===== config.mk =====
export PLATFORM = sky130hd
export DESIGN_NAME = pipe_stage_elastic
export DESIGN_NICKNAME = d
export VERILOG_FILES = /design/src/rtl/pipe_stage_elastic_pkg.sv /design/src/rtl/pipe_stage_elastic_slot.sv /design/src/rtl/pipe_stage_elastic.sv
export SDC_FILE = /design/constraint.sdc
export NUM_CORES = 1
export LEC_CHECK = 0
export BUFFER_PORTS_ARGS = -buffer_cell sky130_fd_sc_hd__buf_2
export CAP_MARGIN = 20
export CORE_MARGIN = 3
export CORE_UTILIZATION = 25
export CTS_CLUSTER_SIZE = 40
export DETAILED_ROUTE_END_ITERATION = 12
export PLACE_DENSITY = 0.5
export SETUP_SLACK_MARGIN = 0.2
export SLEW_MARGIN = 20
export SYNTH_ARGS = -nofsm -noshare
export SYNTH_HDL_FRONTEND = slang
export SYNTH_HIERARCHICAL = 1
export SYNTH_SLANG_ARGS = --single-unit

===== constraint.sdc =====
create_clock -name clk -period 4.4 [get_ports clk]
set_input_delay 0.66 -clock clk [delete_from_list [all_inputs] [get_ports clk]]
set_output_delay 0.66 -clock clk [all_outputs]
set_load 0.01 [all_outputs]

===== src/rtl/pipe_stage_elastic_pkg.sv =====
// ============================================================================
// Module   : pipe_stage_elastic_pkg
// Purpose  : Shared limits, default widths and slot command encoding.
// Revision : 1.0 - initial release
// ============================================================================
`default_nettype none

package pipe_stage_elastic_pkg;

  localparam int DEPTH_MIN  = 1;
  localparam int DEPTH_MAX  = 4;
  localparam int DEF_DATA_W = 64;
  localparam int DEF_CTRL_W = 2;

  typedef enum logic [1:0] {
    SLOT_HOLD  = 2'b00,
    SLOT_LOAD  = 2'b01,
    SLOT_CLEAR = 2'b10
  } slot_op_e;

  // Room for DEPTH slots plus the optional skid entry.
  function automatic int occ_width(input int depth);
    return $clog2(depth + 2);
  endfunction

endpackage

`default_nettype wire


===== src/rtl/pipe_stage_elastic_slot.sv =====
// ============================================================================
// Module   : pipe_slot
// Purpose  : One valid+data+ctrl register with load/clear command.
// Revision : 1.0 - initial release
// ============================================================================
`default_nettype none

module pipe_slot
  import pipe_stage_elastic_pkg::*;
#(
  parameter int DATA_W = DEF_DATA_W,
  parameter int CTRL_W = DEF_CTRL_W
) (
  input  logic              clk,
  input  logic              reset,
  input  logic [1:0]        op_i,
  input  logic [DATA_W-1:0] data_i,
  input  logic [CTRL_W-1:0] ctrl_i,
  output logic              valid_o,
  output logic [DATA_W-1:0] data_o,
  output logic [CTRL_W-1:0] ctrl_o
);

  logic              valid_q, valid_d;
  logic [DATA_W-1:0] data_q,  data_d;
  logic [CTRL_W-1:0] ctrl_q,  ctrl_d;

  // Clearing leaves data stale on purpose; only ctrl must read as zero.
  always_comb begin
    valid_d = valid_q;
    data_d  = data_q;
    ctrl_d  = ctrl_q;
    case (op_i)
      SLOT_LOAD: begin
        valid_d = 1'b1;
        data_d  = data_i;
        ctrl_d  = ctrl_i;
      end
      SLOT_CLEAR: begin
        valid_d = 1'b0;
        ctrl_d  = '0;
      end
      default: ;
    endcase
  end

  always_ff @(posedge clk) begin
    if (!reset) begin
      valid_q <= 1'b0;
      data_q  <= '0;
      ctrl_q  <= '0;
    end else begin
      valid_q <= valid_d;
      data_q  <= data_d;
      ctrl_q  <= ctrl_d;
    end
  end

  assign valid_o = valid_q;
  assign data_o  = data_q;
  assign ctrl_o  = ctrl_q;

endmodule

`default_nettype wire


===== src/rtl/pipe_stage_elastic.sv =====
// ============================================================================
// Module   : pipe_stage_elastic
// Purpose  : Elastic valid/ready pipeline register, DEPTH slots, with flush.
//            Define PIPE_SKID_BUF_EN for a registered in_ready + skid entry.
// Revision : 1.0 - initial release
// ============================================================================
`default_nettype none

module pipe_stage_elastic
  import pipe_stage_elastic_pkg::*;
#(
  parameter int DATA_W = DEF_DATA_W,
  parameter int CTRL_W = DEF_CTRL_W,
  parameter int DEPTH  = 1,
  parameter int OCC_W  = occ_width(DEPTH)
) (
  input  logic              clk,
  input  logic              reset,
  input  logic              flush,
  input  logic              in_valid,
  output logic              in_ready,
  input  logic [DATA_W-1:0] in_data,
  input  logic [CTRL_W-1:0] in_ctrl,
  output logic              out_valid,
  input  logic              out_ready,
  output logic [DATA_W-1:0] out_data,
  output logic [CTRL_W-1:0] out_ctrl,
  output logic [OCC_W-1:0]  occupancy
);

  if (DEPTH < DEPTH_MIN || DEPTH > DEPTH_MAX) begin : g_bad_depth
    $error("pipe_stage_elastic: DEPTH out of range");
  end

  logic [DEPTH-1:0]  slot_v;
  logic [DEPTH-1:0]  adv;
  logic [DEPTH-1:0]  free;
  logic [DATA_W-1:0] slot_data [DEPTH];
  logic [CTRL_W-1:0] slot_ctrl [DEPTH];

  logic              in_xfer;
  logic              s0_offer;
  logic [DATA_W-1:0] s0_data;
  logic [CTRL_W-1:0] s0_ctrl;
  logic              skid_v;

  // Ready ripples from the output slot back toward slot 0.
  always_comb begin
    adv             = '0;
    free            = '0;
    adv[DEPTH-1]    = slot_v[DEPTH-1] & out_ready & ~flush;
    free[DEPTH-1]   = ~slot_v[DEPTH-1] | adv[DEPTH-1];
    for (int i = DEPTH - 2; i >= 0; i--) begin
      adv[i]  = slot_v[i] & free[i+1];
      free[i] = ~slot_v[i] | adv[i];
    end
  end

`ifdef PIPE_SKID_BUF_EN
  logic              skid_v_q, skid_v_d;
  logic              in_ready_q;
  logic [DATA_W-1:0] skid_data_q, skid_data_d;
  logic [CTRL_W-1:0] skid_ctrl_q, skid_ctrl_d;

  assign in_ready = in_ready_q & reset & ~flush;
  assign in_xfer  = in_valid & in_ready;
  assign s0_offer = skid_v_q | in_xfer;
  assign s0_data  = skid_v_q ? skid_data_q : in_data;
  assign s0_ctrl  = skid_v_q ? skid_ctrl_q : in_ctrl;
  assign skid_v   = skid_v_q;

  // in_ready_q tracks skid emptiness, so input never arrives while skid is full.
  always_comb begin
    skid_v_d    = skid_v_q;
    skid_data_d = skid_data_q;
    skid_ctrl_d = skid_ctrl_q;
    if (flush) begin
      skid_v_d    = 1'b0;
      skid_ctrl_d = '0;
    end else if (in_xfer && !free[0]) begin
      skid_v_d    = 1'b1;
      skid_data_d = in_data;
      skid_ctrl_d = in_ctrl;
    end else if (skid_v_q && free[0]) begin
      skid_v_d    = 1'b0;
      skid_ctrl_d = '0;
    end
  end

  always_ff @(posedge clk) begin
    if (!reset) begin
      skid_v_q    <= 1'b0;
      skid_data_q <= '0;
      skid_ctrl_q <= '0;
      in_ready_q  <= 1'b1;
    end else begin
      skid_v_q    <= skid_v_d;
      skid_data_q <= skid_data_d;
      skid_ctrl_q <= skid_ctrl_d;
      in_ready_q  <= ~skid_v_d;
    end
  end
`else
  assign in_ready = reset & ~flush & free[0];
  assign in_xfer  = in_valid & in_ready;
  assign s0_offer = in_xfer;
  assign s0_data  = in_data;
  assign s0_ctrl  = in_ctrl;
  assign skid_v   = 1'b0;
`endif

  for (genvar i = 0; i < DEPTH; i++) begin : g_slot
    logic              load;
    logic [1:0]        op;
    logic [DATA_W-1:0] src_data;
    logic [CTRL_W-1:0] src_ctrl;
    logic              v;

    if (i == 0) begin : g_head
      assign load     = s0_offer & free[0];
      assign src_data = s0_data;
      assign src_ctrl = s0_ctrl;
    end else begin : g_body
      assign load     = adv[i-1];
      assign src_data = slot_data[i-1];
      assign src_ctrl = slot_ctrl[i-1];
    end

    always_comb begin
      op = SLOT_HOLD;
      if (flush) begin
        op = SLOT_CLEAR;
      end else if (load) begin
        op = SLOT_LOAD;
      end else if (adv[i]) begin
        op = SLOT_CLEAR;
      end
    end

    pipe_slot #(
      .DATA_W (DATA_W),
      .CTRL_W (CTRL_W)
    ) u_slot (
      .clk     (clk),
      .reset   (reset),
      .op_i    (op),
      .data_i  (src_data),
      .ctrl_i  (src_ctrl),
      .valid_o (v),
      .data_o  (slot_data[i]),
      .ctrl_o  (slot_ctrl[i])
    );

    assign slot_v[i] = v;
  end

  assign out_valid = slot_v[DEPTH-1] & ~flush;
  assign out_data  = slot_data[DEPTH-1];
  assign out_ctrl  = out_valid ? slot_ctrl[DEPTH-1] : '0;

  always_comb begin
    occupancy = OCC_W'(skid_v);
    for (int i = 0; i < DEPTH; i++) begin
      occupancy = occupancy + OCC_W'(slot_v[i]);
    end
  end

endmodule

`default_nettype wire

* Yosys cells after proc, flatten, opt, wreduce, memory -nomap -nowiden
Index checks and enable logic that the tools add are counted.
Storage, ports and cells: flip-flop bits (word level) 67
Cells by class: equality and inequality tests 2, muxes and demuxes 6, bitwise gates (word level) 10, reduce and logical (&&, ||, !) cells 1
Operator list (count):
- $mux W2 | 4
- $and A1 B1 Y1 | 7
- $pmux W2 S2 | 1
- $eq A2 B1 Y1 const B | 1
- $eq A2 B2 Y1 const B | 1
- $not A1 Y1 | 2
- $pmux W1 S2 | 1
- $reduce_bool A2 Y1 | 1
- $or A1 B1 Y1 | 1

* Logic depth before layout (Yosys ltp)
word-level depth 10, depth in mapped cells 8, mapped depth without buffers 6

* By module
The synthesis kept the hierarchy.
Modules (own cells, without submodules):
- pipe_slot | instances 1, cells an instance 222, area an instance 2611.3 um2
- pipe_stage_elastic | instances 1, cells an instance 11, area an instance 90.1 um2

* Worst setup path before layout
Ideal clock, no wire load.
kind input-to-reg, start input port out_ready, end register g_slot[0].u_slot.valid_q, data arrival time 1.849 ns, required time 4.324 ns, path slack 2.475 ns, cell stages on the path 6, path buffers 0, cells stage by stage nor2b_4 > nor4bb_2 > inv_1 > ha_1 > or2_2 > a21boi_0
Between the ends: longest elaborated chain between the ends 10
RTL lines:
- from (decl) | line pipe_stage_elastic.sv:25 | input logic out_ready,
- $and A1 B1 Y1 (*) (2 in a row) | line pipe_stage_elastic.sv:51 | adv[DEPTH-1] = slot_v[DEPTH-1] & out_ready & ~flush;
- $or A1 B1 Y1 (*) | line pipe_stage_elastic.sv:52 | free[DEPTH-1] = ~slot_v[DEPTH-1] | adv[DEPTH-1];
- $and A1 B1 Y1 | line pipe_stage_elastic.sv:104 | assign in_ready = reset & ~flush & free[0];
- $and A1 B1 Y1 | line pipe_stage_elastic.sv:105 | assign in_xfer = in_valid & in_ready;
- $and A1 B1 Y1 (*) | line pipe_stage_elastic.sv:120 | assign load = s0_offer & free[0];
- $mux W2 (*) | line pipe_stage_elastic.sv:133 | end else if (load) begin
- $mux W2 (*) | line pipe_stage_elastic.sv:131 | if (flush) begin
- via g_slot[0].op[0] | line pipe_stage_elastic.sv:114 | logic [1:0] op;
- $eq A2 B2 Y1 or $eq A2 B1 Y1 (tied branches) | line pipe_stage_elastic_slot.sv:33 | case (op_i)
- $pmux W1 S2 or $reduce_bool A2 Y1 (tied branches)
- to (signal assigned) | line pipe_stage_elastic_slot.sv:53 | valid_q <= valid_d;
- to (decl) | line pipe_stage_elastic_slot.sv:24 | logic valid_q, valid_d;
Mark *: on every way through the listed nets, which the timed path passes. The rest lies on a longest branch. A chain may end at the register's enable or synchronous reset.

* Worst setup path in the final report
start input port reset, end output port in_ready
Between the ends: longest elaborated chain between the ends 2
RTL lines:
- from (decl) | line pipe_stage_elastic.sv:18 | input logic reset,
- $and A1 B1 Y1 (2 in a row) | line pipe_stage_elastic.sv:104
- to (decl) | line pipe_stage_elastic.sv:21 | output logic in_ready,
Every way passes these cells.

==> results.yml <==
status:
  outcome: "finished, final reports clean"
timing:
  hold_viol_final: 0
  slew_headroom_pct: 62.4
  min_period_ns: 2.54
  fin_skew_ns: 0.00679
  finalSetupViolCount: 0
  max_freq_mhz: 393
  fin_tns_setup_ns: 0
  rsz0062_at_grt: "no"
  setup_slack_ns: 1.86
  finalCritPeriodShare_pct: 57.8
  drv_slew: 0
  fin_worst_hold_slack_ns: 0.467
  tightest_slew_ns: 0.563
route:
  drtAntennaViolNets: 0
  drc: 0
  drt_iter0_markers: 84
  routedWlPerCell_um: 11.9
  drt-pass1-iter-count: 4
  drt_wl_total_mm: 6.04
  routed_via_density: 3.96
  vias: 2018
clock_network:
  cts_max_level: 3
  cts_resized: 0
  cts-buffers-inserted: 9
  cts_sinks: 67
  cts_tree: "yes"
  cts_root_buffer: "clkbuf_8"
  insertion_delay_ns: 0.33
  post_cts_buffers: 0
  clk_pin_slew_ns: 0.07
  cts_buffer_depth: 2
  cts_hold_buf: 0
yosys:
  ys_types: 23
  syn_area_mm2: 0.00270
  yosys.area_share.simple_pct: 18.2
  synth_xor_area_share_pct: 0
  synthMuxAreaShare_pct: 23.7
  synth-seq-area-share_pct: 49.7
  synth_top_family_by_area: "multiplexers"
  yosysWarnings: 6
  synth_fa_ha_area_share_pct: 1.39
  ys_ff_latch: 67
  synth-compound-area-share_pct: 1.20
  synth.avg_cell_area_um2: 11.6
  syn-instance-count: 233
  syn_nets: 307
pwr:
  ir_drop_mv: 0.0947
  power.total_mw: 1.18
  leakage_nw: 1.55
  p_per_area_mw_per_mm2: 325
layout:
  post-route-util_pct: 34.8
  drive_above_1_share_pct: 43.2
  fin_area_mm2: 0.00363
  syn2layout_area_growth_pct: 34.3
  fin_nets: 443
  antenna_cells: 0
  stdcell_count: 509
setup_path:
  reg2reg_to: "g_slot[0].u_slot/data_o[58]"
  reg2reg_slack_ns: 2.17
  slowest_stage: "buf_4"
  worstSetupPathType: "input port to output pin"
  endpoint_kind: "output pin"
  cp.buffers_inverters: 3
  crit_arrival_ns: 1.88
  crit_path_start_kind: "input port"
  cp_max_fo: 50
  path_cells: "buf_2 > buf_4 > nor3b_1 > buf_2"
  cpPeakStageDelay_ns: 0.43
  required_ns: 3.74
  crit_top_cell: "buf_2"
  r2r-start: "g_slot[0].u_slot/valid_o"
  ff2ff_path_depth: 6
  cpLargestDelayFamily: "buffers and inverters"
placed_design:
  dp_hpwl_mm: 4.40
  post-place-ws_ns: 1.63
  placed_cells: 494
  gp_routability_congestion: 0.671
  place_area_mm2: 0.00347
  numPortBuffers: 139
global_routing:
  antenna_found_initial: 0
  grt_pass1_vias: 1927
  grt_pass1_wl_mm: 9.40
  overflow: 0
  grt_max_degree: 51
  groute.usage.overall_pct: 10.1
floorplan:
  die_x_um: 110
  die_y_um: 110
  placementRows: 37
  initial_core_util_pct: 25.9
  core_area_mm2: 0.0104
  die_area_mm2: 0.0121
  ios: 141
worst_hold_path:
  hold_end: "g_slot[0].u_slot/ctrl_o[1]"
  hp-class: "register to register"
  whs_path_depth: 2
  worstHoldStart: "g_slot[0].u_slot/ctrl_o[1]"
flow_run:
  cap_viol_max_count: 0
cell families after synthesis:
group / Yosys count
AND/OR/NAND/NOR: 76
flip-flops: 67
multiplexers: 64
buffers and inverters: 18
AO/OA/AOI/OAI: 4
adder cells (fa/ha/maj): 3
other: 1
flip-flops by register name, indices dropped and copies added, names as in the netlist:
| register | flops |
|---|---|
| g_slot.u_slot/ctrl_o | 2 |
| g_slot.u_slot/data_o | 64 |
| g_slot.u_slot/valid_o | 1 |
worst reg2reg max path: cells and delay by family, from the launching register on:
family | cells | cell delay (ns)
muxes | 1 | 0.26
DFF | 1 | 0.35
adders and majority gates | 1 | 0.58
buffers and inverters | 1 | 0.30
and+or+nand+nor | 3 | 0.62
final cells by class:
cell class	count	area (um^2)
inverter	2	7.51
sequential	67	1340
clock buffer	12	145
clock inverter	3	15.0
multi-input combinational	148	1220
fill	1093	6790
tap	136	170
timing repair buffer	141	731
cells in the mapped netlist (all sizes together):
cell type,instances,share of area [%]
conb,1,0.14
o31ai,1,0.28
nor4bb,2,0.97
clkbuf,4,0.56
nand3,1,0.19
buf,12,4.9
inv,2,0.28
and2,2,0.46
nor3b,1,0.28
a21boi,1,0.28
a31o,2,0.65
dfxtp,67,50
nand2,3,0.42
nor2b,66,16
or2,1,0.23
mux2i,64,24
ha,3,1.4
how the worst max path moves through the flow:
stage / start / endpoint / slack, ns / depth (start not counted)
global placement: reset / g_slot[0].u_slot/data_o[31] / 1.50 / 5
global route: reset / in_ready / 1.69 / 4
floorplan: out_ready / g_slot[0].u_slot/valid_o / 2.48 / 6
finish: reset / in_ready / 1.86 / 4
CTS: reset / in_ready / 1.83 / 4
detailed placement: reset / g_slot[0].u_slot/data_o[46] / 1.63 / 6
per-layer routing:
| metal | global-route usage [%] | wire [um] | vias to the layer above |
|---|---|---|---|
| li1 | - | - | 1035 |
| met1 | 12.3 | 2660 | 889 |
| met2 | 15.3 | 2660 | 85 |
| met3 | 5.40 | 653 | 9 |
| met4 | 3.47 | 69 | 0 |
| met5 | 0 | 0 | - |
placed cells by master (no fill, tap or decap), drive strengths merged:
master	count
dfxtp	67
inv	2
nor2b	66
and2	2
clkinv	3
or2	1
a31o	2
ha	3
mux2i	64
nor3b	1
nor4bb	2
conb	1
a21boi	1
buf	141
o31ai	1
nand2	3
clkbuf	12
nand3	1
power breakdown:
group          leakage [nW]  switching, mW  internal (mW)  total [mW]
Combinational         0.924         0.0515         0.0640       0.115
Sequential            0.542        0.00729          0.621       0.628
Clock                0.0860          0.220          0.214       0.434
Total                  1.55          0.279          0.899        1.18
No activity file was read; power rests on OpenSTA's default activity.
